**src/rtl/rr_mux4.sv**
```systemverilog
// Four-to-one round-robin merging mux: four valid/ready sources onto one
// registered output stream tagged with the source channel in out_sel.
module rr_mux4 #(
    parameter int WIDTH = 4,
    parameter int CNT_W = 8
) (
    input  logic             clk,
    input  logic             rst,
    input  logic [3:0]       in_valid,
    output logic [3:0]       in_ready,
    input  logic [WIDTH-1:0] in_a,
    input  logic [WIDTH-1:0] in_b,
    input  logic [WIDTH-1:0] in_c,
    input  logic [WIDTH-1:0] in_d,
    output logic             out_valid,
    input  logic             out_ready,
    output logic [WIDTH-1:0] out_data,
    output logic [1:0]       out_sel,
    output logic [CNT_W-1:0] beat_cnt
);

    logic [1:0]       ptr_q, ptr_d;
    logic             out_valid_q, out_valid_d;
    logic [WIDTH-1:0] out_data_q, out_data_d;
    logic [1:0]       out_sel_q, out_sel_d;
    logic [CNT_W-1:0] beat_cnt_q, beat_cnt_d;

    logic             load;
    logic             grant_any;
    logic [1:0]       grant_idx;
    logic [1:0]       cand;
    logic [3:0]       grant;
    logic [WIDTH-1:0] grant_data;

    // The output register is free when empty or when its beat leaves this cycle.
    assign load = !out_valid_q || out_ready;

    always_comb begin
        // NOTE: every variable gets a default before any branch, so no latch is inferred.
        grant_any = 1'b0;
        grant_idx = ptr_q;
        cand      = ptr_q;
        // Scanning from the far end lets the channel nearest ptr win by overwriting.
        for (int i = 3; i >= 0; i--) begin
            cand = ptr_q + 2'(i);
            if (in_valid[cand]) begin
                grant_any = 1'b1;
                grant_idx = cand;
            end
        end
    end

    assign grant    = grant_any ? (4'b0001 << grant_idx) : 4'b0000;
    assign in_ready = (load && !rst) ? grant : 4'b0000;

    always_comb begin
        grant_data = in_a;
        case (grant_idx)
            2'd0:    grant_data = in_a;
            2'd1:    grant_data = in_b;
            2'd2:    grant_data = in_c;
            default: grant_data = in_d;
        endcase
    end

    always_comb begin
        ptr_d       = ptr_q;
        out_valid_d = out_valid_q;
        out_data_d  = out_data_q;
        out_sel_d   = out_sel_q;
        beat_cnt_d  = beat_cnt_q;
        if (load) begin
            if (grant_any) begin
                out_valid_d = 1'b1;
                out_data_d  = grant_data;
                out_sel_d   = grant_idx;
                ptr_d       = grant_idx + 2'd1;
                beat_cnt_d  = beat_cnt_q + CNT_W'(1);
            end else begin
                out_valid_d = 1'b0;
            end
        end
    end

    always_ff @(posedge clk) begin
        // NOTE: sequential state uses non-blocking assignment so all registers update together.
        if (rst) begin
            ptr_q       <= 2'd0;
            out_valid_q <= 1'b0;
            out_data_q  <= '0;
            out_sel_q   <= 2'd0;
            beat_cnt_q  <= '0;
        end else begin
            ptr_q       <= ptr_d;
            out_valid_q <= out_valid_d;
            out_data_q  <= out_data_d;
            out_sel_q   <= out_sel_d;
            beat_cnt_q  <= beat_cnt_d;
        end
    end

    assign out_valid = out_valid_q;
    assign out_data  = out_data_q;
    assign out_sel   = out_sel_q;
    assign beat_cnt  = beat_cnt_q;

endmodule

```
**config.mk**
```make
export PLATFORM = sky130hd
export DESIGN_NAME = rr_mux4
export DESIGN_NICKNAME = d
export VERILOG_FILES = /design/src/rtl/rr_mux4.sv
export SDC_FILE = /design/constraint.sdc
export NUM_CORES = 1
export LEC_CHECK = 0
export CAP_MARGIN = 20
export CELL_PAD_IN_SITES_DETAIL_PLACEMENT = 2
export CELL_PAD_IN_SITES_GLOBAL_PLACEMENT = 2
export CORE_MARGIN = 2
export CORE_UTILIZATION = 22
export DETAILED_ROUTE_END_ITERATION = 10
export PLACE_DENSITY = 0.88
export SLEW_MARGIN = 20
export SYNTH_ARGS = -nofsm -noshare
export SYNTH_HDL_FRONTEND = slang
export SYNTH_SLANG_ARGS = --single-unit
export TNS_END_PERCENT = 10
```
**constraint.sdc**
```tcl
create_clock -name clk -period 3.4 [get_ports clk]
set_input_delay 1.02 -clock clk [delete_from_list [all_inputs] [get_ports clk]]
set_output_delay 1.02 -clock clk [all_outputs]
set_load 0.02 [all_outputs]
```
-- After elaboration in Yosys (flattened, before gate mapping)
Index checks and enable logic that the tools add are counted.
- register bits: 17
- input port bits: 23
- output and inout port bits: 19
- add/sub/neg operators: 5
- magnitude comparators: 4
- equal/unequal tests: 2
- shifts and indexed selects: 1
- muxes and demuxes: 20
- reduce and logical (&&, ||, !) cells: 6
- operators with widths (kind ; number):
    $lt A2 B3 Y1 const B ; 4
    $pmux W4 S3 ; 1
    $mux W1 ; 9
    $add A8 B1 Y8 const B ; 1
    $bmux W1 S2 ; 4
    $mux W2 ; 4
    $mux W4 ; 2
    $add A2 B1 Y2 const B ; 2
    $add A2 B2 Y2 const B ; 2
    $shl A1 B2 Y4 const A ; 1
    $eq A2 B1 Y1 const B ; 1
    $eq A2 B2 Y1 const B ; 1
    $logic_not A1 Y1 ; 2
    $logic_not A2 Y1 ; 1
    $reduce_and A2 Y1 ; 1
    $logic_and A1 B1 Y1 ; 1
    $logic_or A1 B1 Y1 ; 1

-- Depth between registers and ports, before layout
- word-level depth: 10
- depth in mapped cells: 9

-- Least setup slack after synthesis
Ideal clock, no wire load.
- path kind: input port to output port
- start point: input in_valid[2]
- end point: output in_ready[2]
- arrival: 2060 ps
- data required time: 2380 ps
- path slack: 320 ps
- cell stages on the path: 6
- buffers on the path: 0
- cell sequence: nor2b_1 o21a_1 a21oi_1 inv_1 ha_1 and2_1
- longest elaborated chain between the ends: 9
- RTL lines (element ; line ; RTL):
    start, declared ; 9 ; input logic [3:0] in_valid,
    $bmux W1 S2 ; 46 ; if (in_valid[cand]) begin
    $mux W1 (implied by the code) ; 46 ;
    $mux W2 (3 in a row) ; 46 ;
    $mux W2 * ; 46 ;
    via grant_idx[1] ; 30 ; logic [1:0] grant_idx;
    $shl A1 B2 Y4 * ; 53 ; assign grant = grant_any ? (4'b0001 << grant_idx) : 4'b0000;
    $mux W4 * ; 53 ;
    $mux W4 * ; 54 ; assign in_ready = (load && !rst) ? grant : 4'b0000;
    end, declared ; 10 ; output logic [3:0] in_ready,
Mark *: on every way through the listed nets, which the timed path passes. The rest lies on a longest branch. The select of a mux whose other input is x is not followed.

-- Final worst setup path
- start point: input in_valid[0]
- end point: output in_ready[3]
Same word-level chain as after synthesis.

==> impl_metrics.ini <==
[die]
die_x_um = 70.1
fp.dieH_um = 70.1
num_io_pins = 42
num_rows = 24
core_area_um2 = 4290
start_util_pct = 22.4
die_area_um2 = 4920

[layout]
syn2layout_area_growth_pct = 64.5
antennaDiodeCount = 0
drive_gt1_share_pct = 20.7
nNetsFinal = 204
instances_no_fill = 226

[logic_synthesis]
yosysTopAreaCell = dfxtp_1
avgSynthCellArea_um2 = 8.15
synth_area_um2 = 962
yosysUniqueCellTypes = 31
ys_seq_area_share_pct = 35.4
synth-seq-cells = 17
netlist_top_cells_count = dfxtp_1 (17), nand2_1 (17), nor2_1 (13)
synthCells = 118
ys_warn_count = 0
synth_top_flop_cell = dfxtp_1
syn_nets = 147
synth_area_leaders = dfxtp_1 (35%), ha_1 (7.8%), nand2_1 (6.6%), xnor2_1 (5.5%), nor2_1 (5.1%)
synth_edf_count = 0
synth_top_area_share_pct = 35.4
async_flop_share_pct = 0

[worst_setup_path]
rrSetupSlack_ns = 1.34
worst-path-stages = 8
worstReg2RegEnd = out_data[3]$_SDFFE_PP0P_
start_kind = input port
required_ns = 2.38
crit_type = input port to output pin
crit_path_max_fanout = 5
crit_start = in_valid[0]
cp_num_buf_inv = 3
end_kind = output pin
crit_chain = clkdlybuf4s15_2 > nor2_1 > a211o_1 > o211ai_1 > inv_1 > ha_2 > and2_1 > buf_2
crit_arrival_ns = 2.37
critical-path-max-stage-delay_ns = 0.31
critPathSlowestCell = a211o_1
critPathTopFamily = buffers and inverters
reg2reg_depth = 10
r2r_start = ptr_q[0]$_SDFFE_PP0P_
crit_end = in_ready[3]

[cts]
hold_buffers = 0
clk_latency_ns = 0.25
cts_made_buffers = 3
cts-root-buf = clkbuf_8
cts_tree = built
cts.sinks = 17
clockBufferDepth = 2
clkTransAtPathRegs_ns = 0.06
cts.htree.levels = 1

[global_routing]
grt_pass1_wl_mm = 5.97
grt_max_degree = 19
grtUsageTotal_pct = 15.4
antenna_found_initial = 0
grt_overflow = 0
first_global_vias = 1228

[timing]
max_freq_mhz = 295
finalSetupViolations = 0
slew_headroom_pct = 67.2
finalCritPeriodShare_pct = 99.7
finalMaxSlewViolations = 0
fin_skew_ns = 0.00667
rsz0062_at_grt = yes
tightest_slew_ns = 0.492
period_needed_ns = 3.39
hold_viol = 0
setup_ws_ns = 0.00986

[route]
drt-wirelength-per-cell_um = 16.0
ant_nets = 0
vias = 1071
viasPerCell = 4.74
drt_iter0_markers = 24
wirelength_mm = 3.62
dr.pass1.iters = 5
drc = 0

[place]
dp_cells = 220
place.gp.congestion = 0.742
port_buffers = 41
dp_hpwl_mm = 2.90
dp_slack_ns = -0.830

[worst_hold_path]
hold_path.class = flip-flop to flip-flop

[pwr]
ir_worst_vdd_mv = 0.234
leakage_nw = 0.630
total_power_uw = 657
p_per_area_nw_per_um2 = 415

[flow_run]
drv_cap = 0

[outcome]
outcome = complete, no violations
## where the power goes
part           total [mW]  switching (mW)  internal, mW
Combinational       0.266           0.131         0.135
Clock               0.152          0.0685        0.0832
Sequential          0.240          0.0201         0.220
## metal layers
metal / up-vias / routed length [µm] / global-route usage [%]
li1: 522 / - / -
met1: 526 / 1390 / 16.7
met2: 19 / 2090 / 30.7
met3: 4 / 110 / 3.75
met4: 0 / 26 / 1.71
met5: - / 0 / 0
## per-stage QoR
stage / hold slack, ns / util, % / cell area, µm² / TNS [ns]
after floorplan: 0.484 / - / 962 / 0
after global placement: 0.441 / 35.3 / 1520 / -2.81
after detailed placement: 0.456 / 35.3 / 1520 / -3.36
after CTS: 0.470 / 36.8 / 1580 / -0.0395
after global routing: 0.499 / 36.9 / 1580 / -0.0386
final: 0.464 / 36.9 / 1580 / 0
## registers in the layout, summed over array words and instances, names as in the netlist
| signal | cells |
|---|---|
| beat_cnt | 8 |
| out_data | 4 |
| out_sel | 2 |
| ptr_q | 2 |
| out_valid | 1 |
## placed cells by master (no fill, tap or decap), types with 5 or more instances in the layout
cell             instances
dfxtp_1                 17
xnor2_1                  6
nor2_1                  12
and2_1                   5
clkdlybuf4s50_1         33
buf_2                    5
a21oi_1                  7
buf_4                   16
nand2_1                 17
## area by class of cell
type | count | area, µm²
clock buffer | 4 | 45.0
fill | 495 | 2710
inverter | 4 | 15.0
multi-input combinational | 92 | 609
sequential | 17 | 340
tap | 52 | 65.1
timing repair buffer | 57 | 508
## worst reg2reg max path, stage by stage (launching register included)
cell and delay (ns):
dfxtp_1 0.36, nor2b_2 0.17, a21oi_2 0.05, o211ai_1 0.23, inv_1 0.13, buf_4 0.16, buf_4 0.12, ha_1 0.29
o21ai_0 0.25, nand2_1 0.08, a21oi_1 0.17
## worst min path at each step
| stage | from | to | slack, ns | depth (start not counted) |
|---|---|---|---|---|
| after floorplan | ptr_q[1]$_SDFFE_PP0P_ | ptr_q[1]$_SDFFE_PP0P_ | 0.48 | 2 |
| after global placement | out_data[3]$_SDFFE_PP0P_ | out_data[3]$_SDFFE_PP0P_ | 0.44 | 2 |
| after detailed placement | out_data[0]$_SDFFE_PP0P_ | out_data[0]$_SDFFE_PP0P_ | 0.46 | 2 |
| after CTS | out_data[0]$_SDFFE_PP0P_ | out_data[0]$_SDFFE_PP0P_ | 0.47 | 2 |
| after global routing | out_data[0]$_SDFFE_PP0P_ | out_data[0]$_SDFFE_PP0P_ | 0.50 | 2 |
| final | out_data[0]$_SDFFE_PP0P_ | out_data[0]$_SDFFE_PP0P_ | 0.46 | 2 |
## cells by family (layout without fill, tap and decap cells)
logic type                 Yosys count  in the layout  synth area share [%]
and+or+nand+nor                     54             54                  29.4
DFF                                 17             17                  35.4
AOI/OAI and AO/OA                   26             26                  17.8
xor gates and xnor gates             6              6                  5.46
adders and majority gates            6              6                  7.80
buffers and inverters                9             65                  4.16
## what timing repair did
item	in CTS	in global routing
hold endpoints to repair	0	0
pin swaps	1	1
setup endpoints to repair	4	3
resized for setup	34	3
buffers inserted	2	0
(Power assumes the default switching activity.)
